File: config.mk
export PLATFORM = sky130hd
export DESIGN_NAME = sme_feeder
export DESIGN_NICKNAME = d
export VERILOG_FILES = /design/src/rtl/sme_feeder_pkg.sv /design/src/rtl/sme_char_buf.sv /design/src/rtl/sme_feeder.sv
export SDC_FILE = /design/constraint.sdc
export NUM_CORES = 1
export LEC_CHECK = 0
export ABC_AREA = 1
export CAP_MARGIN = 20
export CORE_MARGIN = 5
export CORE_UTILIZATION = 56
export CTS_CLUSTER_DIAMETER = 100
export CTS_CLUSTER_SIZE = 20
export DETAILED_ROUTE_END_ITERATION = 7
export PLACE_DENSITY = 0.78
export SLEW_MARGIN = 30
export SYNTH_ARGS = -nofsm -noshare
export SYNTH_HDL_FRONTEND = slang
export SYNTH_SLANG_ARGS = --single-unit
File: constraint.sdc
create_clock -name clk -period 2.8 [get_ports clk]
set_input_delay 0.7 -clock clk [delete_from_list [all_inputs] [get_ports clk]]
set_output_delay 0.7 -clock clk [all_outputs]
set_load 0.03 [all_outputs]
File: src/rtl/sme_feeder_pkg.sv
// Shared SME parameters and the feeder's FSM state type.
package sme_feeder_pkg;

  // Character and buffer geometry, shared with the string-match engine.
  localparam int BYTE        = 8;
  localparam int MAX_STRING  = 32;
  localparam int MAX_PATTERN = 8;
  localparam int STR_ADD     = $clog2(MAX_STRING);
  localparam int PAT_ADD     = $clog2(MAX_PATTERN);

  // Result wait budget, held in an 8-bit counter.
  localparam int TIMEOUT = 255;
  localparam int WAIT_W  = 8;

  // Feeder job phases.
  typedef enum logic [1:0] {
    ST_IDLE     = 2'd0,
    ST_SEND_STR = 2'd1,
    ST_SEND_PAT = 2'd2,
    ST_WAIT     = 2'd3
  } state_e;

endpackage

File: src/rtl/sme_char_buf.sv
// Append-only character buffer: DEPTH x BYTE storage, length counter,
// full flag and an asynchronous random read port. clear empties the
// buffer before a same-cycle write, so that write lands at index 0.
module sme_char_buf
  import sme_feeder_pkg::*;
#(
  parameter int DEPTH = 8,
  parameter int ADD   = 3
) (
  input  logic            clk,
  input  logic            reset,
  input  logic            clear,
  input  logic            wr_en,
  input  logic [BYTE-1:0] wr_data,
  input  logic [ADD-1:0]  rd_addr,
  output logic [ADD:0]    len,
  output logic            full,
  output logic [BYTE-1:0] rd_data
);

  localparam logic [ADD:0] DEPTH_L = (ADD+1)'(DEPTH);

  logic [BYTE-1:0] mem_q [DEPTH];
  logic [ADD:0]    len_q, len_d;
  logic [ADD:0]    base;
  logic            wr_ok;

  // Length after an optional clear, then the append if there is room.
  always_comb begin
    // NOTE: every signal assigned in always_comb gets a value on every path, so no latch is inferred.
    base  = clear ? '0 : len_q;
    wr_ok = wr_en && (base != DEPTH_L);
    len_d = wr_ok ? base + 1'b1 : base;
  end

  // Length register.
  always_ff @(posedge clk or negedge reset) begin
    // NOTE: sequential state uses non-blocking assignments so every flop samples pre-edge values.
    if (!reset) len_q <= '0;
    else        len_q <= len_d;
  end

  // Character storage.
  // NOTE: storage is deliberately not reset; len_q alone defines which entries are valid.
  always_ff @(posedge clk) begin
    if (wr_ok) mem_q[base[ADD-1:0]] <= wr_data;
  end

  assign len     = len_q;
  assign full    = (len_q == DEPTH_L);
  assign rd_data = mem_q[rd_addr];

endmodule

File: src/rtl/sme_feeder.sv
// Transmit-side driver for the SME string-match engine. Streams the
// buffered string and pattern on chardata with isstring/ispattern,
// then waits for the engine's result or abandons the job on timeout.
module sme_feeder
  import sme_feeder_pkg::*;
(
  input  logic               clk,
  input  logic               reset,
  input  logic               wr_en,
  input  logic               wr_sel,
  input  logic [BYTE-1:0]    wr_data,
  input  logic               clear,
  input  logic               start,
  input  logic               reuse_str,
  output logic               busy,
  output logic               overflow,
  output logic [BYTE-1:0]    chardata,
  output logic               isstring,
  output logic               ispattern,
  input  logic               sme_valid,
  input  logic               sme_match,
  input  logic [STR_ADD-1:0] sme_match_idx,
  output logic               res_valid,
  output logic               res_match,
  output logic [STR_ADD-1:0] res_index,
  output logic               res_timeout
);

  localparam int PTR_W = STR_ADD + 1;
  // wait_cnt counts WAIT cycles from 0. WAIT starts one cycle after the last
  // strobe and the result flop adds one more, so abandoning at TIMEOUT-2
  // puts the timeout pulse exactly TIMEOUT cycles after the last strobe.
  localparam logic [WAIT_W-1:0] TIMEOUT_LAST = WAIT_W'(TIMEOUT - 2);

  state_e               state_q, state_d;
  logic [PTR_W-1:0]     ptr_q, ptr_d;
  logic [WAIT_W-1:0]    wait_cnt_q, wait_cnt_d;
  logic                 str_sent_q, str_sent_d;
  logic                 overflow_q, overflow_d;
  logic [BYTE-1:0]      chardata_q, chardata_d;
  logic                 isstring_q, isstring_d;
  logic                 ispattern_q, ispattern_d;
  logic                 res_valid_q, res_valid_d;
  logic                 res_match_q, res_match_d;
  logic [STR_ADD-1:0]   res_index_q, res_index_d;
  logic                 res_timeout_q, res_timeout_d;

  logic                 host_ok, start_ok, job_end;
  logic                 str_clear, str_wr, pat_clear, pat_wr;
  logic [STR_ADD-1:0]   str_rd_addr;
  logic [PAT_ADD-1:0]   pat_rd_addr;
  logic [STR_ADD:0]     str_len;
  logic [PAT_ADD:0]     pat_len;
  logic                 str_full, pat_full;
  logic [BYTE-1:0]      str_rd_data, pat_rd_data;

  // Host requests are honoured only while idle, including not in the result cycle.
  assign host_ok  = (state_q == ST_IDLE) && !res_valid_q;
  assign start_ok = host_ok && start && !clear && (pat_len != '0) &&
                    (reuse_str ? str_sent_q : (str_len != '0));

  assign str_clear = host_ok && clear;
  assign str_wr    = host_ok && wr_en && !wr_sel;
  assign pat_clear = (host_ok && clear) || job_end;
  assign pat_wr    = host_ok && wr_en && wr_sel;

  // Read addresses follow the pointer only in the phase reading that buffer;
  // otherwise they sit at 0, ready for the first character of the next phase.
  always_comb begin
    str_rd_addr = '0;
    pat_rd_addr = '0;
    if (state_q == ST_SEND_STR) str_rd_addr = ptr_q[STR_ADD-1:0];
    if (state_q == ST_SEND_PAT) pat_rd_addr = ptr_q[PAT_ADD-1:0];
  end

  sme_char_buf #(.DEPTH(MAX_STRING), .ADD(STR_ADD)) u_str_buf (
    .clk     (clk),
    .reset   (reset),
    .clear   (str_clear),
    .wr_en   (str_wr),
    .wr_data (wr_data),
    .rd_addr (str_rd_addr),
    .len     (str_len),
    .full    (str_full),
    .rd_data (str_rd_data)
  );

  sme_char_buf #(.DEPTH(MAX_PATTERN), .ADD(PAT_ADD)) u_pat_buf (
    .clk     (clk),
    .reset   (reset),
    .clear   (pat_clear),
    .wr_en   (pat_wr),
    .wr_data (wr_data),
    .rd_addr (pat_rd_addr),
    .len     (pat_len),
    .full    (pat_full),
    .rd_data (pat_rd_data)
  );

  // Next-state, registered strobe values and result capture.
  always_comb begin
    state_d       = state_q;
    ptr_d         = ptr_q;
    wait_cnt_d    = wait_cnt_q;
    str_sent_d    = str_sent_q;
    overflow_d    = overflow_q;
    chardata_d    = '0;
    isstring_d    = 1'b0;
    ispattern_d   = 1'b0;
    res_valid_d   = 1'b0;
    res_match_d   = res_match_q;
    res_index_d   = res_index_q;
    res_timeout_d = res_timeout_q;
    job_end       = 1'b0;

    unique case (state_q)
      ST_IDLE: begin
        if (host_ok) begin
          if (clear) begin
            str_sent_d = 1'b0;
            overflow_d = 1'b0;
          end else if (wr_en && (wr_sel ? pat_full : str_full)) begin
            overflow_d = 1'b1;
          end
          if (start_ok) begin
            ptr_d = PTR_W'(1);
            if (reuse_str) begin
              state_d     = ST_SEND_PAT;
              ispattern_d = 1'b1;
              chardata_d  = pat_rd_data;
            end else begin
              state_d    = ST_SEND_STR;
              isstring_d = 1'b1;
              chardata_d = str_rd_data;
            end
          end
        end
      end

      ST_SEND_STR: begin
        if (ptr_q < str_len) begin
          isstring_d = 1'b1;
          chardata_d = str_rd_data;
          ptr_d      = ptr_q + 1'b1;
        end else begin
          state_d     = ST_SEND_PAT;
          ispattern_d = 1'b1;
          chardata_d  = pat_rd_data;
          ptr_d       = PTR_W'(1);
        end
      end

      ST_SEND_PAT: begin
        if (ptr_q < PTR_W'(pat_len)) begin
          ispattern_d = 1'b1;
          chardata_d  = pat_rd_data;
          ptr_d       = ptr_q + 1'b1;
        end else begin
          state_d    = ST_WAIT;
          wait_cnt_d = '0;
          str_sent_d = 1'b1;
        end
      end

      ST_WAIT: begin
        wait_cnt_d = wait_cnt_q + 1'b1;
        if (sme_valid) begin
          state_d       = ST_IDLE;
          job_end       = 1'b1;
          res_valid_d   = 1'b1;
          res_match_d   = sme_match;
          res_index_d   = sme_match_idx;
          res_timeout_d = 1'b0;
        end else if (wait_cnt_q == TIMEOUT_LAST) begin
          state_d       = ST_IDLE;
          job_end       = 1'b1;
          res_valid_d   = 1'b1;
          res_match_d   = 1'b0;
          res_index_d   = '0;
          res_timeout_d = 1'b1;
        end
      end

      default: state_d = ST_IDLE;
    endcase
  end

  // State, pointer, counters and registered outputs.
  always_ff @(posedge clk or negedge reset) begin
    if (!reset) begin
      state_q       <= ST_IDLE;
      ptr_q         <= '0;
      wait_cnt_q    <= '0;
      str_sent_q    <= 1'b0;
      overflow_q    <= 1'b0;
      chardata_q    <= '0;
      isstring_q    <= 1'b0;
      ispattern_q   <= 1'b0;
      res_valid_q   <= 1'b0;
      res_match_q   <= 1'b0;
      res_index_q   <= '0;
      res_timeout_q <= 1'b0;
    end else begin
      state_q       <= state_d;
      ptr_q         <= ptr_d;
      wait_cnt_q    <= wait_cnt_d;
      str_sent_q    <= str_sent_d;
      overflow_q    <= overflow_d;
      chardata_q    <= chardata_d;
      isstring_q    <= isstring_d;
      ispattern_q   <= ispattern_d;
      res_valid_q   <= res_valid_d;
      res_match_q   <= res_match_d;
      res_index_q   <= res_index_d;
      res_timeout_q <= res_timeout_d;
    end
  end

  assign busy        = (state_q != ST_IDLE) || res_valid_q;
  assign overflow    = overflow_q;
  assign chardata    = chardata_q;
  assign isstring    = isstring_q;
  assign ispattern   = ispattern_q;
  assign res_valid   = res_valid_q;
  assign res_match   = res_match_q;
  assign res_index   = res_index_q;
  assign res_timeout = res_timeout_q;

endmodule

==> results of run 1 <==
flip-flops by register name, indices dropped and copies added, names as in the netlist, 2 cells and up:
| name | count |
|---|---|
| chardata | 8 |
| u_str_buf.mem_q | 256 |
| state_q | 2 |
| u_pat_buf.len | 4 |
| ptr_q | 6 |
| wait_cnt_q | 8 |
| res_index | 5 |
| u_str_buf.len | 6 |
| u_pat_buf.mem_q | 64 |
final cells by class:
cell class                      count  share of cell area
Sequential cell                   366               0.593
Multi-Input combinational cell    971               0.261
Tap cell                          384              0.0265
Timing Repair Buffer              149              0.0692
Clock buffer                       39              0.0350
Inverter                           67              0.0140
Clock inverter                      1            0.000897
report_power, final:
part	internal [mW]	switching (mW)
logic	1.30	2.94
registers	6.17	0.128
clock network	1.56	1.69
what timing repair did:
item | 4_1_cts | 5_1_grt
buffers inserted | 0 | 1
setup endpoints to repair | 1 | 32
endpoints found under the hold margin | 0 | 0
pin swaps | 0 | 0
hold buffers | 0 | 0
resized for setup | 1 | 2
worst max path at each step:
| stage | from | to | slack [ps] | cells after the start |
|---|---|---|---|---|
| final | state_q[0]$_DFFE_PN0P_ | busy | 140 | 5 |
| after global routing | state_q[0]$_DFFE_PN0P_ | u_pat_buf.mem_q[2][1]$_DFFE_PP_ | 1 | 16 |
| after CTS | state_q[0]$_DFFE_PN0P_ | busy | 120 | 5 |
| after detailed placement | clear | u_pat_buf.mem_q[2][3]$_DFFE_PP_ | -220 | 15 |
| after global placement | clear | u_pat_buf.mem_q[4][7]$_DFFE_PP_ | -180 | 15 |
| after floorplan | state_q[0]$_DFFE_PN0P_ | u_str_buf.mem_q[31][0]$_DFFE_PP_ | 20 | 11 |
kinds of logic (layout without fill, tap and decap cells):
group	after synthesis	after routing	synth area share
and+or+nand+nor	885	885	0.247
DFF	366	366	0.667
buffers and inverters	148	256	0.0416
AOI/OAI and AO/OA	51	51	0.0196
adders and majority gates	23	23	0.0178
xor gates and xnor gates	12	12	0.00698
per-stage QoR:
| stage | instance area, um2 | utilization |
|---|---|---|
| final | 18100 | 0.635 |
| after global placement | 17500 | 0.612 |
| after CTS | 18100 | 0.635 |
| after detailed placement | 17500 | 0.612 |
| after global routing | 18100 | 0.635 |
| after floorplan | 16100 | - |
synth_stat cells, drive strengths merged:
master	number
xnor2	2
o21ai	33
a31o	1
inv	66
a21oi	6
a22oi	1
o22ai	1
nand2	341
edfxtp	320
a211oi	1
clkbuf	17
nor2	78
o21a	1
buf	64
nand3	453
nand3b	1
dfrtp	46
and3	1
a21o	1
xor2	10
clkinv	1
nand4	3
ha	23
a22o	6
nor3	8
critical path, cell delays in order, from the launching register on:
cell	delay [ps]
dfrtp_1	400
inv_1	90
ha_1	250
buf_4	160
nand2_1	110
dlygate4sd2_1	420
routing by layer:
metal / up-vias / part of all wire / global-route usage
li1: 5392 / - / -
met1: 5647 / 0.41 / 0.352
met2: 661 / 0.47 / 0.392
met3: 87 / 0.092 / 0.0352
met4: 0 / 0.028 / 0.0628
met5: - / 0 / 0
==> run summary, run 1 <==
Yosys
- 0 — number of warnings reported in the yosys synthesis log
- 0.667 — share of synthesized area occupied by flip-flops and latches
- edfxtp_1 60%, nand3_1 14%, nand2_1 7.8% — synth top area cells
- 1530 — post-synth net total
- 0.0161 mm2 — post-synthesis instance area
- 1485 — Post-Syn Instances
- edfxtp_1 — area leader, netlist
- 366 — flops & latches, synth
- 10.9 um2 — average size of a mapped cell
- 40 — number of distinct library cells after synthesis
- 0.596 — share of the synthesized area in the top cell type

Floorplan
- 180 um — width of the die
- 42 — top-level I/O count
- 0.0285 mm2 — area of the core region
- 0.565 — starting utilization of the core area
- 0.0323 mm2 — area of the die
- 180 um — vertical die dimension
- 62 — standard-cell row count

Status
- finished clean — run status

Layout
- 12.5% — Layout Area Growth over Synthesis
- 1622 — Final Net Count
- 2211 — count of fill cells added during filler insertion
- 0 — count of antenna diodes in the layout
- 0.00473 mm2 — area used by multi-input combinational logic
- 0.0108 mm2 — register area
- 1977 — number of non-filler instances in the completed layout
- 0.106 — proportion of layout cells with a drive suffix above 1
- nand3_1 — most common cell after layout, fill and taps aside
- 453 x nand3_1, 331 x nand2_1, 320 x edfxtp_1, 104 x buf_4, 69 x nor2_1 — highest-count cells in the layout ignoring fill and taps

Hold path
- in2async — worst hold-check path type

GRT
- 62800 um — wire length of the first global-routing pass
- 89 — maximum number of pins on one net before global-route repair
- 0.242 — overall global routing resource usage
- 1 — antenna violations before repair
- 0 — gr ovfl total
- 11513 — vias in the first global route

Clock network
- 90 ps — CTS clk-pin slew, worst paths
- clkbuf_16 — clock tree root driver cell
- 1 — htree depth
- 366 — number of clock sinks
- 540 ps — later-pin clock latency in the skew report
- built — clock tree from TritonCTS
- 3 — Max Buffers Root-to-Sink
- 22 — CTS Buf Count

Routing
- 5.96 — via-per-instance ratio
- 6 — Detailed Routing Iterations Pass 1
- 0 — antenna viol nets, final
- 20.0 um — WL/cell
- 39600 um — sum of routed wire length over all layers
- 1523 — 1st-iter DRT viols
- 0 — DRC Markers
- 11787 — total via count in the routed design

STA
- 0 ps — final-layout setup total negative slack
- no — setup repair after global routing missed its margin
- 241 ps — Hold WS
- 377 MHz — highest clock frequency the design can meet
- 2660 ps — final period demand of the worst path
- 0.397 — Rel. slew slack
- 905 ps — Slew @ Worst Pin
- 0 — endpoints failing hold
- 0 — final count of pins violating max slew
- 24.8 ps — maximum clock skew at final layout
- 0.948 — final worst path period share
- 0 — setup violation total in the final timing report
- 144 ps — slack of the critical path

Placement
- 25400 um — estimated wirelength of the detail-placed design
- -223 ps — Setup WS pre-CTS
- 41 — number of buffer cells added on primary ports
- 0.907 — final estimated routing congestion in global placement
- 1936 — Cells after DPL

Worst setup path
- 1960 ps — Arrival @ worst endpoint
- 16 — Reg2Reg Depth
- 2100 ps — required time at the worst-slack endpoint
- u_pat_buf.mem_q[2][7]$_DFFE_PP_ — Reg2Reg Capture Point
- 200 ps — flop-to-flop setup slack
- reg2out — critical path class
- register — crit path launch type
- output pin — Worst setup EP type
- state_q[0]$_DFFE_PN0P_ — critical register-to-register path startpoint
- 4 — maximum net fanout on the critical path

Power
- 760 mW/mm2 — pwr/cell area
- 13.8 mW — Design Power
- 6.96 nW — Static Leakage
- 0.000617 V — maximum vdd ir drop

Run
- 0 — max-capacitance violation count

(Power assumes the default switching activity.)
==> run 2: changes to the inputs <==
--- a/config.mk
+++ b/config.mk
@@ -8,11 +8,12 @@
 export ABC_AREA = 1
 export CAP_MARGIN = 20
 export CORE_MARGIN = 5
-export CORE_UTILIZATION = 56
+export CORE_UTILIZATION = 58
+export CTS_BUF_LIST = sky130_fd_sc_hd__clkbuf_4
 export CTS_CLUSTER_DIAMETER = 100
 export CTS_CLUSTER_SIZE = 20
 export DETAILED_ROUTE_END_ITERATION = 7
-export PLACE_DENSITY = 0.78
+export PLACE_DENSITY = 0.8
 export SLEW_MARGIN = 30
 export SYNTH_ARGS = -nofsm -noshare
 export SYNTH_HDL_FRONTEND = slang
==> run summary, run 2 (same netlist as run 1, synthesis figures left out) <==
Status
- finished clean — run status

Power
- 0.170 — fraction of power consumed by the clock network, -0.066
- 6.83 nW — Static Leakage, -1.8%
- 0.498 — fraction of power consumed by sequential logic, +0.041
- 716 mW/mm2 — pwr/cell area, -5.9%
- 4.61 mW — reported net switching power, -3.2%
- 0.362 — switching power share of the total, +0.0164
- 0.332 — combinational fraction of design power, +0.024
- 8.13 mW — internal portion of total power, -9.9%
- 0.000712 V — maximum vdd ir drop, +15%

Floorplan
- 0.584 — starting utilization of the core area, +0.0188
- 61 — standard-cell row count, -1.6%
- 0.0312 mm2 — area of the die, -3.3%
- 42 — top-level I/O count, unchanged
- 177 um — vertical die dimension, -1.6%
- 0.0276 mm2 — area of the core region, -3.2%
- 177 um — width of the die, -1.6%

Worst setup path
- 1970 ps — Arrival @ worst endpoint, about the same
- 270 ps — flop-to-flop setup slack, +70 ps
- clkdlybuf4s50_1 — chain of cells forming the critical path
- 3 — maximum net fanout on the critical path, -1
- output pin — Worst setup EP type
- 730 ps — critical path's largest stage delay, +310 ps
- buffers and inverters — kind of cell adding the most delay to the critical path
- register — crit path launch type
- clkdlybuf4s50_1 — cell with the largest stage delay on the worst path
- 2100 ps — required time at the worst-slack endpoint, about the same
- reg2out — critical path class
- 1 — total buffers and inverters traversed by the critical path, -2

Routing
- 1761 — 1st-iter DRT viols, +16%
- 0 — antenna viol nets, final, unchanged
- 6 — Detailed Routing Iterations Pass 1, unchanged
- 0 — DRC Markers, unchanged
- 38900 um — sum of routed wire length over all layers, -1.7%
- 11767 — total via count in the routed design, -0.17%
- 5.98 — via-per-instance ratio, +0.24%
- 19.8 um — WL/cell, -1.3%

GRT
- 0 — gr ovfl total, unchanged
- 61000 um — wire length of the first global-routing pass, -2.9%
- 0.249 — overall global routing resource usage, +0.00663
- 1 — antenna violations before repair, unchanged
- 99 — maximum number of pins on one net before global-route repair, +11%
- 11339 — vias in the first global route, -1.5%

STA
- 375 MHz — highest clock frequency the design can meet, -0.41%
- 2670 ps — final period demand of the worst path, +11.0 ps
- 395 ps — Hold WS, +153 ps
- 0 — final count of pins violating max slew, unchanged
- no — setup repair after global routing missed its margin
- 47.7 ps — maximum clock skew at final layout, +22.9 ps
- 0.952 — final worst path period share, +0.00392
- 0 — endpoints failing hold, unchanged
- 133 ps — slack of the critical path, -11.0 ps
- 586 ps — Slew @ Worst Pin, -319 ps
- 0 ps — final-layout setup total negative slack, unchanged
- 0 — setup violation total in the final timing report, unchanged
- 0.609 — Rel. slew slack, +0.213

Placement
- 41 — number of buffer cells added on primary ports, unchanged
- 25100 um — estimated wirelength of the detail-placed design, -1.5%
- 0.944 — final estimated routing congestion in global placement, +4.1%
- -234 ps — Setup WS pre-CTS, -10.5 ps

Clock network
- 22 — CTS Buf Count, unchanged
- built — clock tree from TritonCTS
- 210 ps — CTS clk-pin slew, worst paths, +120 ps
- clkbuf_4 — clock tree root driver cell
- 366 — number of clock sinks, unchanged
- 720 ps — later-pin clock latency in the skew report, +180 ps
- 3 — Max Buffers Root-to-Sink, unchanged
- 1 — htree depth, unchanged

Run
- 0 — max-capacitance violation count, unchanged

Layout
- 0.114 — proportion of layout cells with a drive suffix above 1, +0.00838
- nand3_1 — most common cell after layout, fill and taps aside
- 2105 — count of fill cells added during filler insertion, -4.8%
- 1619 — Final Net Count, -0.18%
- 256 — flip-flop count of the largest register after layout, unchanged
- 10.4% — Layout Area Growth over Synthesis
- 453 x nand3_1, 331 x nand2_1, 320 x edfxtp_1, 98 x buf_4, 70 x nor2_1 — highest-count cells in the layout ignoring fill and taps

Hold path
- in2async — worst hold-check path type

run 2: cell count changes in the layout (fill, tap and decap cells not counted), moves of 2 or more:
| cell | change |
|---|---|
| clkbuf_4 | +39 |
| clkbuf_16 | -23 |
| clkbuf_1 | -16 |
| buf_4 | -6 |
| buf_12 | +2 |
| clkdlybuf4s50_1 | +2 |
| inv_1 | -2 |
| inv_2 | +2 |
run 2: layer usage:
| layer | share of wire | track usage | vias up |
|---|---|---|---|
| li1 | - | - | 5393 |
| met1 | 0.40 | 0.361 | 5552 |
| met2 | 0.47 | 0.398 | 715 |
| met3 | 0.10 | 0.0406 | 107 |
| met4 | 0.031 | 0.0677 | 0 |
| met5 | 0 | 0 | - |
run 2: cell type report:
| cell class | instances | area, um2 | share of cell area |
|---|---|---|---|
| clock inverter | 1 | 16.3 | 0.000914 |
| antenna | 1 | 2.50 | 0.000141 |
| timing repair buffer | 146 | 1270 | 0.0711 |
| clock buffer | 39 | 293 | 0.0164 |
| multi-input combinational | 971 | 4730 | 0.266 |
| inverter | 67 | 254 | 0.0143 |
| tap | 378 | 473 | 0.0266 |
| sequential | 366 | 10800 | 0.605 |
run 2: path summary, 6_finish.rpt:
path	depth (start not counted)	from	end
worst max-delay path	1	res_valid$_DFF_PN0_	res_valid
worst min-delay path	2	reset	chardata[7]$_DFF_PN0_
worst max register to register	17	wait_cnt_q[0]$_DFFE_PN0P_	u_pat_buf.mem_q[2][1]$_DFFE_PP_
worst min register to register	1	res_index[2]$_DFFE_PN0P_	res_index[2]$_DFFE_PN0P_
max in group asynchronous	3	reset	wait_cnt_q[6]$_DFFE_PN0P_
min in group clk	1	res_index[2]$_DFFE_PN0P_	res_index[2]$_DFFE_PN0P_
run 2: timing repair:
item                                    4_1_cts  5_1_grt
endpoints found under the hold margin        16        0
hold buffers                                  1        0
pin swaps                                     0        1
gates resized for setup                       3        6
endpoints found under the setup margin        1       23
buffers inserted                              0        1
run 2: per-stage QoR:
step           std cells  power [mW]  cell area, um2  utilization
5_1_grt             1969        13.4           17800        0.644
4_1_cts             1967        12.7           17800        0.644
2_1_floorplan       1485        9.23           16100            -
3_5_place_dp        1926        10.6           17500        0.632
3_3_place_gp        1926        10.5           17500        0.632
6_report            1969        12.7           17800        0.644
run 2: worst register-to-register path, cell delays in order (launching register included):
cell	delay, ps
dfrtp_1	460
ha_1	210
inv_1	50
nor2_1	30
nand2_1	50
nand2_1	90
nand2_4	100
nand2_2	60
nor2_2	110
inv_1	70
ha_1	170
and3_1	180
nand3_1	100
nand2_1	80
inv_1	90
nand2_2	90
nor2_1	130
buf_4	180
run 2: power groups by stage:
stage / registers, mW / logic [mW] / clock network, mW
finish: 6.35 / 4.23 / 2.17
CTS: 6.34 / 4.16 / 2.20
detailed placement: 6.46 / 4.15 / 0
global route: 6.38 / 4.63 / 2.41
global placement: 6.45 / 4.04 / 0
floorplan: 6.55 / 2.68 / 0
==> run 3: changes to the inputs <==
--- a/config.mk
+++ b/config.mk
@@ -8,12 +8,13 @@
 export ABC_AREA = 1
 export CAP_MARGIN = 20
 export CORE_MARGIN = 5
-export CORE_UTILIZATION = 58
+export CORE_UTILIZATION = 60
 export CTS_BUF_LIST = sky130_fd_sc_hd__clkbuf_4
 export CTS_CLUSTER_DIAMETER = 100
 export CTS_CLUSTER_SIZE = 20
 export DETAILED_ROUTE_END_ITERATION = 7
-export PLACE_DENSITY = 0.8
+export DONT_BUFFER_PORTS = 1
+export PLACE_DENSITY = 0.81
 export SLEW_MARGIN = 30
 export SYNTH_ARGS = -nofsm -noshare
 export SYNTH_HDL_FRONTEND = slang
==> run summary, run 3 (same netlist as run 1, synthesis figures left out) <==
Power
- 6.45 nW — Static Leakage, -5.5%
- 718 mW/mm2 — pwr/cell area, +0.27%
- 12.3 mW — Design Power, -3.5%
- 0.000801 V — maximum vdd ir drop, +13%

Floorplan
- 60 — standard-cell row count, -1.6%
- 0.0267 mm2 — area of the core region, -3.3%
- 174 um — vertical die dimension, -1.6%
- 0.0303 mm2 — area of the die, -3.1%
- 42 — top-level I/O count, unchanged
- 174 um — width of the die, -1.6%
- 0.603 — starting utilization of the core area, +0.0197

Layout
- 6.20% — Layout Area Growth over Synthesis
- nand3_1 — most common cell after layout, fill and taps aside
- 453 x nand3_1, 330 x nand2_1, 320 x edfxtp_1, 60 x inv_1, 52 x nor2_1 — highest-count cells in the layout ignoring fill and taps
- 1849 — number of non-filler instances in the completed layout, -6.1%
- 256 — flip-flop count of the largest register after layout, unchanged
- 0.0949 — proportion of layout cells with a drive suffix above 1, -0.0196
- 1544 — Final Net Count, -4.6%

Worst setup path
- 10 — maximum net fanout on the critical path, +7
- 3 — total buffers and inverters traversed by the critical path, +2
- nor2_1 — cell with the largest stage delay on the worst path
- 3140 ps — Arrival @ worst endpoint, +1170 ps
- register — crit path launch type
- register — Worst setup EP type
- simple AND/OR/NAND/NOR gates — kind of cell adding the most delay to the critical path
- reg2reg — critical path class
- inv_1 -> ha_1 -> nand2_2 -> nor2_8 -> nor2_1 -> inv_1 -> ha_1 -> nand2_1 -> o21ai_4 -> inv_4 -> nand2_2 -> nor2_1 — chain of cells forming the critical path
- 560 ps — critical path's largest stage delay, -170 ps
- 3180 ps — required time at the worst-slack endpoint, +1080 ps

Clock network
- 1 — htree depth, unchanged
- 3 — Max Buffers Root-to-Sink, unchanged
- 366 — number of clock sinks, unchanged
- 22 — CTS Buf Count, unchanged
- clkbuf_4 — clock tree root driver cell
- built — clock tree from TritonCTS
- 760 ps — later-pin clock latency in the skew report, +40 ps
- 200 ps — CTS clk-pin slew, worst paths, about the same

Hold path
- in2reg — worst hold-check path type

STA
- 68.3 ps — maximum clock skew at final layout, +20.6 ps
- 644 ps — Slew @ Worst Pin, +58.2 ps
- 0 — final count of pins violating max slew, unchanged
- 362 MHz — highest clock frequency the design can meet, -3.5%
- 0 — endpoints failing hold, unchanged
- 0.987 — final worst path period share, +0.0343
- 2760 ps — final period demand of the worst path, +95.9 ps
- 0 — setup violation total in the final timing report, unchanged
- 0.569 — Rel. slew slack, -0.0404
- yes — setup repair after global routing missed its margin

GRT
- 10859 — vias in the first global route, -4.2%
- 58800 um — wire length of the first global-routing pass, -3.7%
- 0 — gr ovfl total, unchanged
- 0.245 — overall global routing resource usage, -0.00445
- 105 — maximum number of pins on one net before global-route repair, +6.1%
- 1 — antenna violations before repair, unchanged

Routing
- 0 — antenna viol nets, final, unchanged
- 6.13 — via-per-instance ratio, +2.6%
- 6 — Detailed Routing Iterations Pass 1, unchanged
- 0 — DRC Markers, unchanged
- 20.7 um — WL/cell, +5.0%
- 11338 — total via count in the routed design, -3.6%
- 38400 um — sum of routed wire length over all layers, -1.4%
- 1666 — 1st-iter DRT viols, -5.4%

Placement
- 23800 um — estimated wirelength of the detail-placed design, -5.0%
- 0.863 — final estimated routing congestion in global placement, -8.6%
- 1796 — Cells after DPL, -6.7%
- 0 — number of buffer cells added on primary ports, -100%

Run
- 0 — max-capacitance violation count, unchanged

Status
- finished clean — run status

## run 3: cell count changes in the layout (fill, tap and decap cells not counted), moves of 2 or more
| cell | before | now |
|---|---|---|
| nor2_1 | 70 | 52 |
| clkbuf_4 | 39 | 31 |
| clkdlybuf4s50_1 | 39 | 0 |
| dlygate4sd3_1 | 1 | 13 |
| nor2_2 | 5 | 23 |
| buf_4 | 98 | 51 |
| buf_2 | 2 | 0 |
## run 3: area by class of cell
type | count | area, um2
inverters | 67 | 254
clock buffers | 31 | 233
multi-input cells | 971 | 4780
flip-flops and latches | 366 | 10800
clock inverters | 1 | 16.3
fillers | 2030 | 9600
diodes | 1 | 2.50
repair buffers | 71 | 652
well taps | 341 | 427
## run 3: where the power goes
group	internal (mW)	switching, mW
clock network	0.515	1.51
logic	1.14	2.63
registers	6.17	0.333
total	7.82	4.47
## run 3: path summary, 6_finish.rpt
| path | from | to | slack (ps) | cells past startpoint |
|---|---|---|---|---|
| setup / recovery | state_q[0]$_DFFE_PN0P_ | u_str_buf.mem_q[8][6]$_DFFE_PP_ | 40 | 12 |
| hold / removal | wr_data[1] | u_pat_buf.mem_q[5][1]$_DFFE_PP_ | 40 | 0 |
| setup reg to reg | state_q[0]$_DFFE_PN0P_ | u_str_buf.mem_q[8][6]$_DFFE_PP_ | 40 | 12 |
| hold reg to reg | wait_cnt_q[7]$_DFFE_PN0P_ | wait_cnt_q[7]$_DFFE_PN0P_ | 560 | 2 |
| max in group asynchronous | reset | res_index[3]$_DFFE_PN0P_ | 2110 | 2 |
| min in group asynchronous | reset | u_pat_buf.len[3]$_DFF_PN0_ | 400 | 2 |
## run 3: stage by stage
stage	area, um2	hold slack [ps]	setup TNS, ps	utilization	setup slack [ps]
after floorplan	16100	404	0	-	18.0
after global placement	16600	406	0	0.622	131
after detailed placement	16600	406	0	0.622	10.4
after CTS	16900	0.336	0	0.633	26.3
after global routing	17100	1.04	-6100	0.641	-162
final	17100	44.5	0	0.641	37.5
## run 3: repair_timing
| action | in CTS | in global routing |
|---|---|---|
| setup endpoints to repair | 0 | 192 |
| buffers inserted | 0 | 6 |
| endpoints found under the hold margin | 48 | 24 |
| hold buffers | 4 | 10 |
| gates resized for setup | 0 | 22 |
## run 3: metal layers
metal | GRT usage | vias up | share of wire
met3 | 0.0463 | 83 | 0.11
met1 | 0.344 | 5375 | 0.40
met4 | 0.0544 | 0 | 0.026
met5 | 0 | - | 0
li1 | - | 5232 | -
met2 | 0.404 | 648 | 0.47
